### config.mk
export PLATFORM = sky130hd
export DESIGN_NAME = ccff_bitstream_loader_flat
export DESIGN_NICKNAME = d
export VERILOG_FILES = /design/src/rtl/ccff_bitstream_loader_if.sv /design/src/rtl/ccff_bitstream_loader.sv /design/src/flat_wrapper.sv
export SDC_FILE = /design/constraint.sdc
export NUM_CORES = 1
export LEC_CHECK = 0
export CAP_MARGIN = 5
export CORE_MARGIN = 3
export CORE_UTILIZATION = 59
export DETAILED_ROUTE_END_ITERATION = 12
export GPL_ROUTABILITY_DRIVEN = 0
export PLACE_DENSITY_LB_ADDON = 0.15
export SLEW_MARGIN = 30
export SYNTH_ARGS = -nofsm -noshare
export SYNTH_HDL_FRONTEND = slang
export SYNTH_SLANG_ARGS = --single-unit
### constraint.sdc
create_clock -name CK -period 2.5 [get_ports CK]
set_clock_uncertainty 0.15 [all_clocks]
set_input_delay 0.25 -clock CK [delete_from_list [all_inputs] [get_ports CK]]
set_output_delay 0.25 -clock CK [all_outputs]
set_load 0.05 [all_outputs]
### src/rtl/ccff_bitstream_loader_if.sv
// Valid/ready word stream from the programming host into the configuration loader.
interface ccff_bitstream_loader_if #(
  parameter int WORD_W = 8
);
  logic [WORD_W-1:0] s_data;
  logic              s_valid;
  logic              s_ready;

  modport master (output s_data, output s_valid, input s_ready);
  modport slave  (input s_data, input s_valid, output s_ready);
endinterface

### src/rtl/ccff_bitstream_loader.sv
// Serialises host words MSB-first into the configuration chain, then rotates the chain
// once and compares CRC-16-CCITT of the loaded bits against the bits seen at the tail.
module ccff_bitstream_loader #(
  parameter int WORD_W    = 8,
  parameter int CHAIN_LEN = 1024,
  parameter int CNT_W     = $clog2(CHAIN_LEN + 1)
) (
  input  logic                   CK,
  input  logic                   RSTN,
  input  logic                   start,
  ccff_bitstream_loader_if.slave s,
  output logic                   ccff_head,
  output logic                   ccff_shift,
  input  logic                   ccff_tail,
  output logic                   busy,
  output logic                   done,
  output logic                   crc_ok
);
  localparam int NWORDS = (CHAIN_LEN + WORD_W - 1) / WORD_W;
  localparam int WCNT_W = $clog2(NWORDS + 1);
  localparam int IDX_W  = (WORD_W > 1) ? $clog2(WORD_W) : 1;

  localparam logic [CNT_W-1:0]  LAST_BIT = CNT_W'(CHAIN_LEN - 1);
  localparam logic [WCNT_W-1:0] NWORDS_C = WCNT_W'(NWORDS);
  localparam logic [IDX_W-1:0]  TOP_IDX  = IDX_W'(WORD_W - 1);
  localparam logic [15:0]       CRC_POLY = 16'h1021;
  localparam logic [15:0]       CRC_INIT = 16'hFFFF;

  typedef enum logic [1:0] {IDLE, LOAD, VERIFY, DONE} state_t;

  state_t             state_reg, state_next;
  logic [CNT_W-1:0]   bit_cnt_reg;
  logic [WCNT_W-1:0]  word_cnt_reg;
  logic [WORD_W-1:0]  buf_reg;
  logic               buf_valid_reg;
  logic [IDX_W-1:0]   bit_idx_reg;
  logic [15:0]        load_crc_reg;
  logic [15:0]        verify_crc_reg;

  logic buf_bit;
  logic last_in_word;
  logic last_chain_bit;
  logic accept;

  function automatic logic [15:0] crc_step(input logic [15:0] crc, input logic bit_in);
    logic fb;
    fb = crc[15] ^ bit_in;
    return {crc[14:0], 1'b0} ^ (fb ? CRC_POLY : 16'h0000);
  endfunction

  assign buf_bit        = buf_reg[bit_idx_reg];
  assign last_in_word   = buf_valid_reg && (bit_idx_reg == '0);
  assign last_chain_bit = (bit_cnt_reg == LAST_BIT);
  assign accept         = s.s_ready && s.s_valid;

  always_ff @(posedge CK or negedge RSTN) begin
    if (!RSTN) begin
      state_reg <= IDLE;
    end else begin
      state_reg <= state_next;
    end
  end

  always_comb begin
    state_next = state_reg;
    case (state_reg)
      IDLE:    if (start) state_next = LOAD;
      LOAD:    if (buf_valid_reg && last_chain_bit) state_next = VERIFY;
      VERIFY:  if (last_chain_bit) state_next = DONE;
      DONE:    if (start) state_next = LOAD;
      default: state_next = IDLE;
    endcase
  end

  always_comb begin
    s.s_ready  = 1'b0;
    ccff_head  = 1'b0;
    ccff_shift = 1'b0;
    busy       = 1'b0;
    done       = 1'b0;
    crc_ok     = 1'b0;
    case (state_reg)
      LOAD: begin
        busy = 1'b1;
        // Refill on the last bit of the current word so a held s_valid gives no bubble.
        s.s_ready  = (!buf_valid_reg || last_in_word) && (word_cnt_reg < NWORDS_C);
        ccff_shift = buf_valid_reg;
        ccff_head  = buf_valid_reg & buf_bit;
      end
      VERIFY: begin
        busy       = 1'b1;
        ccff_shift = 1'b1;
        ccff_head  = ccff_tail;
      end
      DONE: begin
        done   = 1'b1;
        crc_ok = (load_crc_reg == verify_crc_reg);
      end
      default: ;
    endcase
  end

  always_ff @(posedge CK or negedge RSTN) begin
    if (!RSTN) begin
      bit_cnt_reg    <= '0;
      word_cnt_reg   <= '0;
      buf_reg        <= '0;
      buf_valid_reg  <= 1'b0;
      bit_idx_reg    <= '0;
      load_crc_reg   <= '0;
      verify_crc_reg <= '0;
    end else begin
      case (state_reg)
        IDLE, DONE: begin
          if (start) begin
            bit_cnt_reg    <= '0;
            word_cnt_reg   <= '0;
            buf_valid_reg  <= 1'b0;
            bit_idx_reg    <= '0;
            load_crc_reg   <= CRC_INIT;
            verify_crc_reg <= CRC_INIT;
          end
        end
        LOAD: begin
          if (buf_valid_reg) begin
            load_crc_reg <= crc_step(load_crc_reg, buf_bit);
            bit_cnt_reg  <= bit_cnt_reg + 1'b1;
            if (last_in_word) begin
              buf_valid_reg <= 1'b0;
            end else begin
              bit_idx_reg <= bit_idx_reg - 1'b1;
            end
          end
          if (accept) begin
            buf_reg       <= s.s_data;
            buf_valid_reg <= 1'b1;
            bit_idx_reg   <= TOP_IDX;
            word_cnt_reg  <= word_cnt_reg + 1'b1;
          end
          // Chain full: drop whatever is left of the final word.
          if (buf_valid_reg && last_chain_bit) begin
            bit_cnt_reg   <= '0;
            buf_valid_reg <= 1'b0;
          end
        end
        VERIFY: begin
          verify_crc_reg <= crc_step(verify_crc_reg, ccff_tail);
          bit_cnt_reg    <= bit_cnt_reg + 1'b1;
        end
        default: ;
      endcase
    end
  end
endmodule

### src/flat_wrapper.sv
// flat-port wrapper written by rule: the top's interface ports become plain ports
module ccff_bitstream_loader_flat 
#(
  parameter int WORD_W    = 8,
  parameter int CHAIN_LEN = 1024,
  parameter int CNT_W     = $clog2(CHAIN_LEN + 1)
)
  (CK, RSTN, start, ccff_head, ccff_shift, ccff_tail, busy, done, crc_ok, s_s_data, s_s_valid, s_s_ready);
  ccff_bitstream_loader_if #(.WORD_W(WORD_W)) s_i ();
  input  logic CK;
  input  logic RSTN;
  input  logic start;
  output logic ccff_head;
  output logic ccff_shift;
  input  logic ccff_tail;
  output logic busy;
  output logic done;
  output logic crc_ok;
  input wire logic [$bits(s_i.s_data)-1:0] s_s_data;
  input wire logic [$bits(s_i.s_valid)-1:0] s_s_valid;
  output wire logic [$bits(s_i.s_ready)-1:0] s_s_ready;
  assign s_i.s_data = s_s_data;
  assign s_i.s_valid = s_s_valid;
  assign s_s_ready = s_i.s_ready;
  ccff_bitstream_loader #(.WORD_W(WORD_W), .CHAIN_LEN(CHAIN_LEN), .CNT_W(CNT_W)) u_core (.CK(CK), .RSTN(RSTN), .start(start), .s(s_i), .ccff_head(ccff_head), .ccff_shift(ccff_shift), .ccff_tail(ccff_tail), .busy(busy), .done(done), .crc_ok(crc_ok));
endmodule
==> impl_metrics.json <==
{
  "status": "complete, no violations",
  "drc": 0,
  "antenna_cells": 0,
  "grt_most_used_layer": "met2",
  "synth_top_flop_cell": "dfrtp_1",
  "synth-edff-count": 0,
  "drtIter0Drc": 87,
  "drv_cap": 0,
  "powerDensity_mw_per_mm2": 702.0,
  "htreeDepth": 3,
  "antenna_found_initial": 0,
  "final_area_mm2": 0.003792,
  "die_height_um": 80.19,
  "final-hold-violation-count": 0,
  "total_leakage_power_uw": 0.001671,
  "syn2layout_area_growth_pct": 16.80,
  "ant_nets": 0,
  "nets": 345,
  "grt-ovfl-total": 0,
  "drive_above_1_share_pct": 16.41,
  "worst_pin_slew_ps": 666.3,
  "finalSetupTns_ps": 0,
  "required_ps": 2100,
  "clockRootBuffer": "clkbuf_8",
  "die_w_um": 80.19,
  "synth_cells": 298,
  "yosysWarnings": 0,
  "core-area_mm2": 0.005205,
  "use_met3_pct": 7.063,
  "drt-wirelength-per-cell_um": 16.30,
  "total_power_uw": 2662,
  "final_cell_mix": "dfrtp_1 (64), o22a_1 (31), nand2_1 (25)",
  "placed_area_mm2": 0.003537,
  "grt_max_degree": 25,
  "grt_pass1_wl_um": 11300,
  "clk_pin_slew_ps": 80,
  "peakVddDrop_mv": 0.4803,
  "finalCritPeriodShare_pct": 95.68,
  "core.rowCount": 26,
  "io_buffer_count": 18,
  "clock-sinks": 65,
  "via_per_inst": 5.865,
  "yosysUniqueCellTypes": 45,
  "min_period_ps": 2392,
  "clk_latency_ps": 340,
  "use_met2_pct": 38.25,
  "synth_seq_area_share_pct": 50.10,
  "avgSynthCellArea_um2": 10.90,
  "async_flop_share_pct": 100.0,
  "die_area_mm2": 0.006430,
  "max_freq_ghz": 0.4181,
  "numCtsBuffers": 9,
  "slew_viol_final": 0,
  "relSlewSlack_pct": 55.58,
  "final_util_pct": 72.86,
  "hpwl_um": 4591,
  "crit_arrival_ps": 1990,
  "grt_use_met1_pct": 29.76,
  "rsz0062_at_grt": "no",
  "dr.pass1.iters": 4,
  "ys_ff_latch": 65,
  "syn_nets": 319,
  "endpoint_kind": "output pin",
  "critPathMaxFanout": 3,
  "fin_cells": 399,
  "cts_tree": "done",
  "final_common_cell": "dfrtp_1",
  "grt_pass1_vias": 2351,
  "globalRouteTotalUtil_pct": 23.27,
  "clockBufferDepth": 2,
  "syn_area_mm2": 0.003247,
  "wl_um": 6504,
  "criticalPathCategory": "reg2out",
  "place_inst": 380,
  "initial_core_util_pct": 62.38,
  "hold_class": "in2async",
  "setup_viol_count_final": 0,
  "ios": 19,
  "reg2reg_depth": 6,
  "crit_path_start_kind": "flop",
  "vias": 2340
}
==> report_power, final <==
group | internal [uW] | switching, uW
Combinational | 215 | 132
Clock | 560 | 412
Sequential | 1190 | 150
Total | 1970 | 695
==> Yosys cell counts (2+ instances only) <==
cell	count	area [um2]
a211oi_1	3	22.52
a21o_1	2	15.01
a21oi_1	12	60.06
a22o_1	3	26.28
a31oi_1	4	25.02
and3_1	2	12.51
buf_2	2	10.01
clkbuf_1	9	33.78
dfrtp_1	65	1627
ha_1	8	100.1
inv_1	10	37.54
mux2_2	10	112.6
mux4_1	2	52.55
nand2_1	25	93.84
nand2b_1	6	37.54
nand3_1	7	35.03
nand4_1	7	43.79
nor2_1	19	71.32
nor3_1	4	20.02
nor4_1	3	18.77
o211a_1	2	20.02
o21ai_0	15	75.07
o22a_1	31	271.5
o31ai_1	2	15.01
xnor2_1	19	166.4
xor2_1	7	61.31
==> routing by layer <==
layer | part of all wire [%] | routed length (um) | up-vias
li1 | - | - | 1139
met1 | 45 | 2932 | 1160
met2 | 51 | 3312 | 35
met3 | 2.9 | 188 | 6
met4 | 1.1 | 71 | 0
met5 | 0 | 0 | -
==> kinds of logic (layout without fill, tap and decap cells) <==
group	after synthesis	after routing	share of synthesized area, %
mux	14	14	5.857
fa+ha+maj	8	8	3.083
flops	65	65	50.10
buf+inv	23	54	3.006
xor+xnor	27	27	7.861
compound gates	82	82	18.38
simple gates	79	79	11.72
==> area by class of cell <==
cell class / instances / area, um2
clock buffers: 9 / 123.9
multi-input cells: 210 / 1539
inverters: 10 / 37.54
clock inverters: 7 / 95.09
well taps: 70 / 87.58
flip-flops and latches: 65 / 1628
repair buffers: 28 / 281.5
fillers: 393 / 1413
==> metrics by stage <==
step | hold WS, ps | setup WS (ps)
after global routing | 275.8 | 10.58
after CTS | 251.5 | 15.76
after floorplan | -195.6 | 39.56
after detailed placement | 95.01 | 185.1
after global placement | 81.24 | 299.5
final | 255.2 | 108.1
==> worst max-delay path, stage by stage (launching register included) <==
cell and delay [ps]:
dfrtp_2 400, mux4_2 510, mux2_4 300, a32oi_2 190
nor2_1 80, buf_6 170
==> repair_timing <==
action,CTS,global route
pin swaps,0,1
endpoints found under the setup margin,1,4
hold buffers,1,0
endpoints found under the hold margin,20,0
resized for setup,3,3
buffers inserted,1,1
==> final timing paths <==
kind / endpoint / slack (ps) / startpoint
worst min register to register: u_core.word_cnt_reg[7]$_DFFE_PN0P_ / 360 / u_core.word_cnt_reg[7]$_DFFE_PN0P_
worst max register to register: u_core.load_crc_reg[8]$_DFFE_PN0P_ / 220 / u_core.state_reg[0]$_DFFE_PN0P_
worst min-delay path: u_core.load_crc_reg[9]$_DFFE_PN0P_ / 260 / RSTN
min in group CK: u_core.word_cnt_reg[7]$_DFFE_PN0P_ / 360 / u_core.word_cnt_reg[7]$_DFFE_PN0P_
worst max-delay path: ccff_head / 110 / u_core.bit_idx_reg[0]$_DFFE_PN0P_
max in group asynchronous: u_core.bit_idx_reg[0]$_DFFE_PN0P_ / 1210 / RSTN
(Power assumes the default switching activity.)
